--- src/rtl/i2c_uart_pkg.sv ---
// Shared definitions for the I2C/UART bridge: frame geometry, FSM states,
// default sync byte, arbiter op-codes and the frame checksum.
package i2c_uart_pkg;

    localparam int           FRAME_BYTES       = 6;
    localparam logic [2:0]   LAST_IDX          = 3'(FRAME_BYTES - 1);
    localparam logic [7:0]   DEFAULT_SYNC_BYTE = 8'hA5;

    // Low two bits of toPC_mode, shared with the arbiter.
    localparam logic [1:0]   OP_READ  = 2'b00;
    localparam logic [1:0]   OP_WRITE = 2'b01;
    localparam logic [1:0]   OP_PROBE = 2'b10;
    localparam logic [1:0]   OP_RESET = 2'b11;

    typedef enum logic [1:0] {
        IDLE  = 2'd0,
        SEND  = 2'd1,
        DRAIN = 2'd2,
        GAP   = 2'd3
    } bridge_state_t;

    // Two's complement of the byte sum, so bytes 1..5 of a frame sum to zero mod 256.
    function automatic logic [7:0] frame_checksum(input logic [7:0]  addr,
                                                  input logic [7:0]  mode,
                                                  input logic [15:0] data);
        logic [7:0] sum;
        sum = addr + mode + data[15:8] + data[7:0];
        return 8'(-sum);
    endfunction

endpackage

--- src/rtl/i2c_uart_bridge.sv ---
// Latches one arbiter result record and serialises it to the UART as
// SYNC, addr, mode, data_hi, data_lo, checksum; tx_complete paces the arbiter.
module i2c_uart_bridge
    import i2c_uart_pkg::*;
#(
    parameter logic [7:0] SYNC_BYTE  = DEFAULT_SYNC_BYTE,
    parameter int         GAP_CYCLES = 16
) (
    input  logic        clk,
    input  logic        reset,
    input  logic        data_ready,
    input  logic [7:0]  toPC_address,
    input  logic [7:0]  toPC_mode,
    input  logic [15:0] toPC_data,
    output logic        tx_complete,
    output logic [7:0]  uart_tx_data,
    output logic        uart_tx_valid,
    input  logic        uart_tx_ready,
    input  logic        uart_tx_idle,
    output logic [7:0]  drop_count
);

    localparam int GAP_W = (GAP_CYCLES > 0) ? $clog2(GAP_CYCLES + 1) : 1;

    bridge_state_t    state;
    logic [2:0]       idx;
    logic [7:0]       rec_addr;
    logic [7:0]       rec_mode;
    logic [15:0]      rec_data;
    logic [7:0]       rec_chk;
    logic [GAP_W-1:0] gap_cnt;
    logic             accept;

    // Masked by data_ready so the arbiter cannot pop a second record in the accept cycle.
    assign tx_complete   = (state == IDLE) && !data_ready;
    assign uart_tx_valid = (state == SEND);
    assign accept        = uart_tx_valid && uart_tx_ready;

    always_comb begin
        // NOTE: default assignment first so no path leaves uart_tx_data unassigned (no latch).
        uart_tx_data = 8'h00;
        if (state == SEND) begin
            case (idx)
                3'd0:    uart_tx_data = SYNC_BYTE;
                3'd1:    uart_tx_data = rec_addr;
                3'd2:    uart_tx_data = rec_mode;
                3'd3:    uart_tx_data = rec_data[15:8];
                3'd4:    uart_tx_data = rec_data[7:0];
                3'd5:    uart_tx_data = rec_chk;
                default: uart_tx_data = 8'h00;
            endcase
        end
    end

    always_ff @(posedge clk) begin
        // NOTE: sequential state uses non-blocking assignments only; record regs are plain
        // flops (not a memory array), so clearing them in reset is cheap and deterministic.
        if (reset) begin
            state    <= IDLE;
            idx      <= 3'd0;
            rec_addr <= 8'h00;
            rec_mode <= 8'h00;
            rec_data <= 16'h0000;
            rec_chk  <= 8'h00;
            gap_cnt  <= '0;
        end else begin
            case (state)
                IDLE: begin
                    if (data_ready) begin
                        rec_addr <= toPC_address;
                        rec_mode <= toPC_mode;
                        rec_data <= toPC_data;
                        rec_chk  <= frame_checksum(toPC_address, toPC_mode, toPC_data);
                        idx      <= 3'd0;
                        state    <= SEND;
                    end
                end
                SEND: begin
                    if (accept) begin
                        if (idx == LAST_IDX) begin
                            state <= DRAIN;
                        end else begin
                            idx <= idx + 3'd1;
                        end
                    end
                end
                DRAIN: begin
                    if (uart_tx_idle) begin
                        if (GAP_CYCLES == 0) begin
                            state <= IDLE;
                        end else begin
                            gap_cnt <= GAP_W'(GAP_CYCLES);
                            state   <= GAP;
                        end
                    end
                end
                GAP: begin
                    // Loaded with GAP_CYCLES, so the state lasts exactly that many clocks.
                    if (gap_cnt <= GAP_W'(1)) begin
                        gap_cnt <= '0;
                        state   <= IDLE;
                    end else begin
                        gap_cnt <= gap_cnt - GAP_W'(1);
                    end
                end
                default: state <= IDLE;
            endcase
        end
    end

    // Any record offered while busy (including the cycle IDLE is re-entered) is lost.
    always_ff @(posedge clk) begin
        if (reset) begin
            drop_count <= 8'h00;
        end else if (data_ready && (state != IDLE) && (drop_count != 8'hFF)) begin
            drop_count <= drop_count + 8'd1;
        end
    end

endmodule
--- config.mk ---
export PLATFORM = sky130hd
export DESIGN_NAME = i2c_uart_bridge
export DESIGN_NICKNAME = d
export VERILOG_FILES = /design/src/rtl/i2c_uart_pkg.sv /design/src/rtl/i2c_uart_bridge.sv
export SDC_FILE = /design/constraint.sdc
export NUM_CORES = 1
export LEC_CHECK = 0
export CAP_MARGIN = 5
export CORE_MARGIN = 5
export CORE_UTILIZATION = 40
export CTS_CLUSTER_SIZE = 12
export DETAILED_ROUTE_END_ITERATION = 8
export PLACE_DENSITY_LB_ADDON = 0.2
export SYNTH_ARGS = -nofsm -noshare
export SYNTH_HDL_FRONTEND = slang
export SYNTH_SLANG_ARGS = --single-unit
--- constraint.sdc ---
create_clock -name clk -period 4.8 [get_ports clk]
set_input_delay 0.96 -clock clk [delete_from_list [all_inputs] [get_ports clk]]
set_output_delay 0.96 -clock clk [all_outputs]
set_load 0.02 [all_outputs]
# == After elaboration in Yosys (flattened, before gate mapping) ==
# Cells that the tools add are included.
# totals
inputBits,37
memories,0
output_inout_bits,18
mem_bits_ro,0
elab_cells,60
ramBits,0
register_bits,58
latch_bits,0
# op_classes
n_shift,0
mux,15
reduce_logical,14
magnitude_cmp,1
bitwise_logic,0
n_div,0
add_sub_neg,7
mul,0
eq_ne,15
# op_table
operator,n
$pmux W8 S6,1
$add A8 B8 Y8,3
$mux W2,5
$mux W5,2
$pmux W5 S2,1
$mux W3,3
$add A8 B1 Y8 const B,1
$mux W8,1
$ne A2 B2 Y1 const B,4
$ne A8 B8 Y1 const B,1
$neg A8 Y8,1
$pmux W2 S4,1
$eq A3 B2 Y1 const B,2
$eq A3 B3 Y1 const B,2
$pmux W3 S2,1
$reduce_bool A2 Y1,3
$le A5 B1 Y1 const B,1
$reduce_and A5 Y1,1
$sub A5 B1 Y5 const B,1
$eq A2 B2 Y1 const B,2
$logic_and A1 B1 Y1,4
$ne A2 B1 Y1 const B,2
$reduce_and A2 Y1,2
$reduce_and A4 Y1,1
other kinds (6),6

# == Depth between registers and ports, before layout ==
# depth
word_depth,4
depth_mapped,13
depth_no_buf,13

# == Worst setup path before layout ==
# Ideal clock, no wire load.
# synth_path
kind,input -> register
start,input toPC_mode[1]
end,register rec_chk[6]
setup_ps,70
setup_slack_ps,970
required_time_ps,4730
t_arrival_ps,3760
path_buffers,0
cell_stages,13
path_cell_list,inv_1 -> fa_1 -> inv_1 -> fa_1 -> fa_1 -> inv_1 -> ha_1 -> fa_1 -> a21o_1 -> a21oi_1 -> xnor2_1 -> nand2_1 -> a21oi_1
# synth_via
elab_chain_len,4
# synth_rtl
item,line_no,rtl
from (decl),i2c_uart_bridge.sv:13,"input logic [7:0] toPC_mode,"
$add A8 B8 Y8 (3 in a row),i2c_uart_pkg.sv:27,sum = addr + mode + data[15:8] + data[7:0];
$neg A8 Y8,i2c_uart_pkg.sv:28,return 8'(-sum);
to (signal assigned),i2c_uart_bridge.sv:73,"rec_chk <= frame_checksum(toPC_address, toPC_mode, toPC_data);"
to (decl),i2c_uart_bridge.sv:30,logic [7:0] rec_chk;
# Every way passes these cells.
# A chain may end at the register's enable or synchronous reset.

# == Worst setup path after layout ==
# Same ends and word-level chain as after synthesis.

==> results.sh <==
export IMPL_fin_area_mm2=0.004238
export IMPL_ioPinCount=55
export IMPL_synth_edff_count=0
export IMPL_synthesis_area_mm2=0.003447
export IMPL_synthCells=422
export IMPL_critical_path_max_stage_delay_ns=0.53
export IMPL_syn_avg_cell_area_um2=8.168
export IMPL_critPathMaxFanout=3
export IMPL_path_clk_slew_ns=0.06
export IMPL_diodes=0
export IMPL_numCtsBuffers=9
export IMPL_fin_crit_sh=0.8621
export IMPL_yosysSeqAreaShare=0.3368
export IMPL_instances_no_fill=579
export IMPL_grt_pass1_wl_mm=13.58
export IMPL_relSlewSlack=0.2618
export IMPL_top_layer="met4"
export IMPL_layout_drive_gt1_share=0.05485
export IMPL_min_path_cells=2
export IMPL_cts_resized=0
export IMPL_portBuffers=54
export IMPL_period_minus_slack_ns=4.138
export IMPL_finalSetupViolCount=0
export IMPL_wl_met3_um=391
export IMPL_seqPwrFrac=0.340
export IMPL_drc=0
export IMPL_status="complete, no violations"
export IMPL_cts_root_buf="clkbuf_8"
export IMPL_wl_met2_mm=3.667
export IMPL_endpoint_kind="flop"
export IMPL_r2r_cells=7
export IMPL_cp_cell_sequence="clkdlybuf4s50_1, inv_1, fa_1, inv_1, fa_1, fa_1, inv_1, ha_1, fa_1, a21o_1, a21oi_1, xnor2_1, nand2_1, a21oi_1"
export IMPL_leakage_nw=1.735
export IMPL_p_clk_frac=0.236
export IMPL_critPathSlowestCell="fa_1"
export IMPL_cts_sinks=58
export IMPL_min_to="rec_addr[0]$_SDFFE_PP0P_"
export IMPL_fp_dieH_um=102.8
export IMPL_grt_pass1_vias=2953
export IMPL_routed_wl_mm=7.976
export IMPL_worst_slew_pin_slew_ns=1.107
export IMPL_worstSetupPathType="in2reg"
export IMPL_crit_required_ns=5.05
export IMPL_placementRows=33
export IMPL_clk_latency_ns=0.34
export IMPL_grt_overflow_total=0
export IMPL_drt_first_iter_violations=102
export IMPL_fin_skew_ns=0.007177
export IMPL_initial_core_util=0.4153
export IMPL_cts_hold_buf=0
export IMPL_wl_per_cell_um=13.78
export IMPL_fp_dieW_um=102.8
export IMPL_cts_max_level=3
export IMPL_synth_seq_cells=58
export IMPL_finalSetupTns_ns=0
export IMPL_antenna_found_initial=0
export IMPL_clock_fmax_mhz=241.7
export IMPL_p_sw_frac=0.3720
export IMPL_r2r_end="idx[1]$_SDFFE_PP0P_"
export IMPL_post_place_cells=563
export IMPL_area_growth_syn_to_layout_pct=22.94
export IMPL_grt_max_degree=61
export IMPL_synth_nets=497
export IMPL_dpl_hpwl_mm=5.659
export IMPL_reg2reg_slack_ns=2.70
export IMPL_p_comb_frac=0.423
export IMPL_nets=544
export IMPL_met1_length_mm=3.780
export IMPL_min_delay_path_class="reg2reg"
export IMPL_avgViaCountPerCell=4.986
export IMPL_drv_slew=0
export IMPL_synthArstFlopShare=0
export IMPL_grt_usage=0.1648
export IMPL_min_from="rec_addr[0]$_SDFFE_PP0P_"
export IMPL_cts_tree="built"
export IMPL_first_pass_iters=4
export IMPL_p_per_area_mw_per_mm2=442.3
export IMPL_coreArea_mm2=0.008299
export IMPL_cp_common_cell="fa_1"
export IMPL_num_vias=2887
export IMPL_layout_commonest_cell="nand2_1"
export IMPL_cap_violations=0
export IMPL_p_sw_mw=0.6974
export IMPL_crit_family="adder cells"
export IMPL_power_internal_mw=1.177
export IMPL_place_area_mm2=0.004036
export IMPL_r2r_start="idx[1]$_SDFFE_PP0P_"
export IMPL_die_area_mm2=0.01057
export IMPL_antenna_left=0
export IMPL_cts_buffer_depth=2
export IMPL_crit_buf_inv=4
export IMPL_hold_viol_final=0
export IMPL_cp_start_kind="input port"
export IMPL_crit_arrival_ns=4.39
export IMPL_synth_distinct_cells=47
export IMPL_power_mw=1.875
export IMPL_synth_top_flop_cell="dfxtp_1"
export IMPL_layout_common_cells="89 x nand2_1, 58 x dfxtp_1, 54 x a21oi_1, 53 x clkdlybuf4s50_1, 45 x inv_1"
export IMPL_synth_warnings=0
export IMPL_rsz0062_at_grt="no"
export IMPL_place_congestion=0.7889
export IMPL_post_cts_setup_buffers=0
export IMPL_peakVddDrop_mv=0.1770
## through the flow
stage | utilization | hold WS [ns] | setup WS, ns
after global placement | 0.4864 | 0.4434 | 0.3540
after CTS | 0.5106 | 0.4582 | 0.6613
after global routing | 0.5106 | 0.4755 | 0.4706
after floorplan | - | 0.4315 | 0.9700
after detailed placement | 0.4864 | 0.4488 | 0.3033
final | 0.5106 | 0.4568 | 0.6619
## state kept, by name (all words and copies together) (netlist names)
name,count
rec_mode,8
state,2
drop_count,8
gap_cnt,5
rec_data,16
rec_addr,8
idx,3
rec_chk,8
## cell usage after synthesis (4+ instances only)
cell      instances  share of area
nand3_1           5         0.0073
nand2_1          89          0.097
a31oi_1           4         0.0073
xnor2_1          12          0.030
nor2_1           19          0.021
nor3_1            6         0.0087
fa_1             14          0.081
a222oi_1          4          0.012
a21oi_1          54          0.078
dfxtp_1          58           0.34
clkbuf_1         16          0.017
nor2b_1          10          0.018
o21ai_1           9          0.013
inv_1            45          0.049
a32oi_1           4          0.010
ha_1             24          0.087
## worst min-delay path: stages (launching register included)
cell     delay, ns
dfxtp_1       0.31
nand2_1       0.05
a21oi_1       0.05
## worst max-delay path by stage
| stage | slack (ns) | endpoint | cells after the start | from |
|---|---|---|---|---|
| 6_report | 0.66 | rec_chk[6]$_SDFFE_PP0P_ | 14 | toPC_mode[1] |
| 3_5_place_dp | 0.30 | rec_chk[6]$_SDFFE_PP0P_ | 14 | toPC_mode[1] |
| 5_1_grt | 0.47 | rec_chk[6]$_SDFFE_PP0P_ | 14 | toPC_mode[1] |
| 4_1_cts | 0.66 | rec_chk[6]$_SDFFE_PP0P_ | 14 | toPC_mode[1] |
| 3_3_place_gp | 0.35 | rec_chk[6]$_SDFFE_PP0P_ | 14 | toPC_mode[1] |
| 2_1_floorplan | 0.97 | rec_chk[6]$_SDFFE_PP0P_ | 13 | toPC_mode[1] |
## per-layer routing
layer  global-route usage  vias up
met5                    0        -
met4              0.07271        0
met3              0.02436        9
met2               0.2701       61
met1               0.2159     1324
li1                     -     1493
## layout make-up
cell class / instances / area, um^2
Fill cell: 826 / 4061
Multi-Input combinational cell: 296 / 2002
Sequential cell: 58 / 1161
Timing Repair Buffer: 59 / 573.1
Clock buffer: 15 / 196.4
Inverter: 45 / 168.9
Tap cell: 105 / 131.4
Clock inverter: 1 / 5.005
## cell families after synthesis
kind of cell / share of synthesized area
and+or+nand+nor: 0.1880
AOI/OAI and AO/OA: 0.1742
muxes: 0.01198
DFF: 0.3368
adders and majority gates: 0.1684
xor gates and xnor gates: 0.03811
buffers and inverters: 0.08239
## power groups by stage
stage               Sequential, mW  Combinational [mW]  Clock (mW)
finish                       0.638               0.794       0.443
global route                 0.649               0.906       0.471
CTS                          0.638               0.807       0.456
detailed placement           0.647               0.803           0
global placement             0.644               0.791           0
floorplan                    0.637               0.569           0
Power figures use the tool's default switching activity.
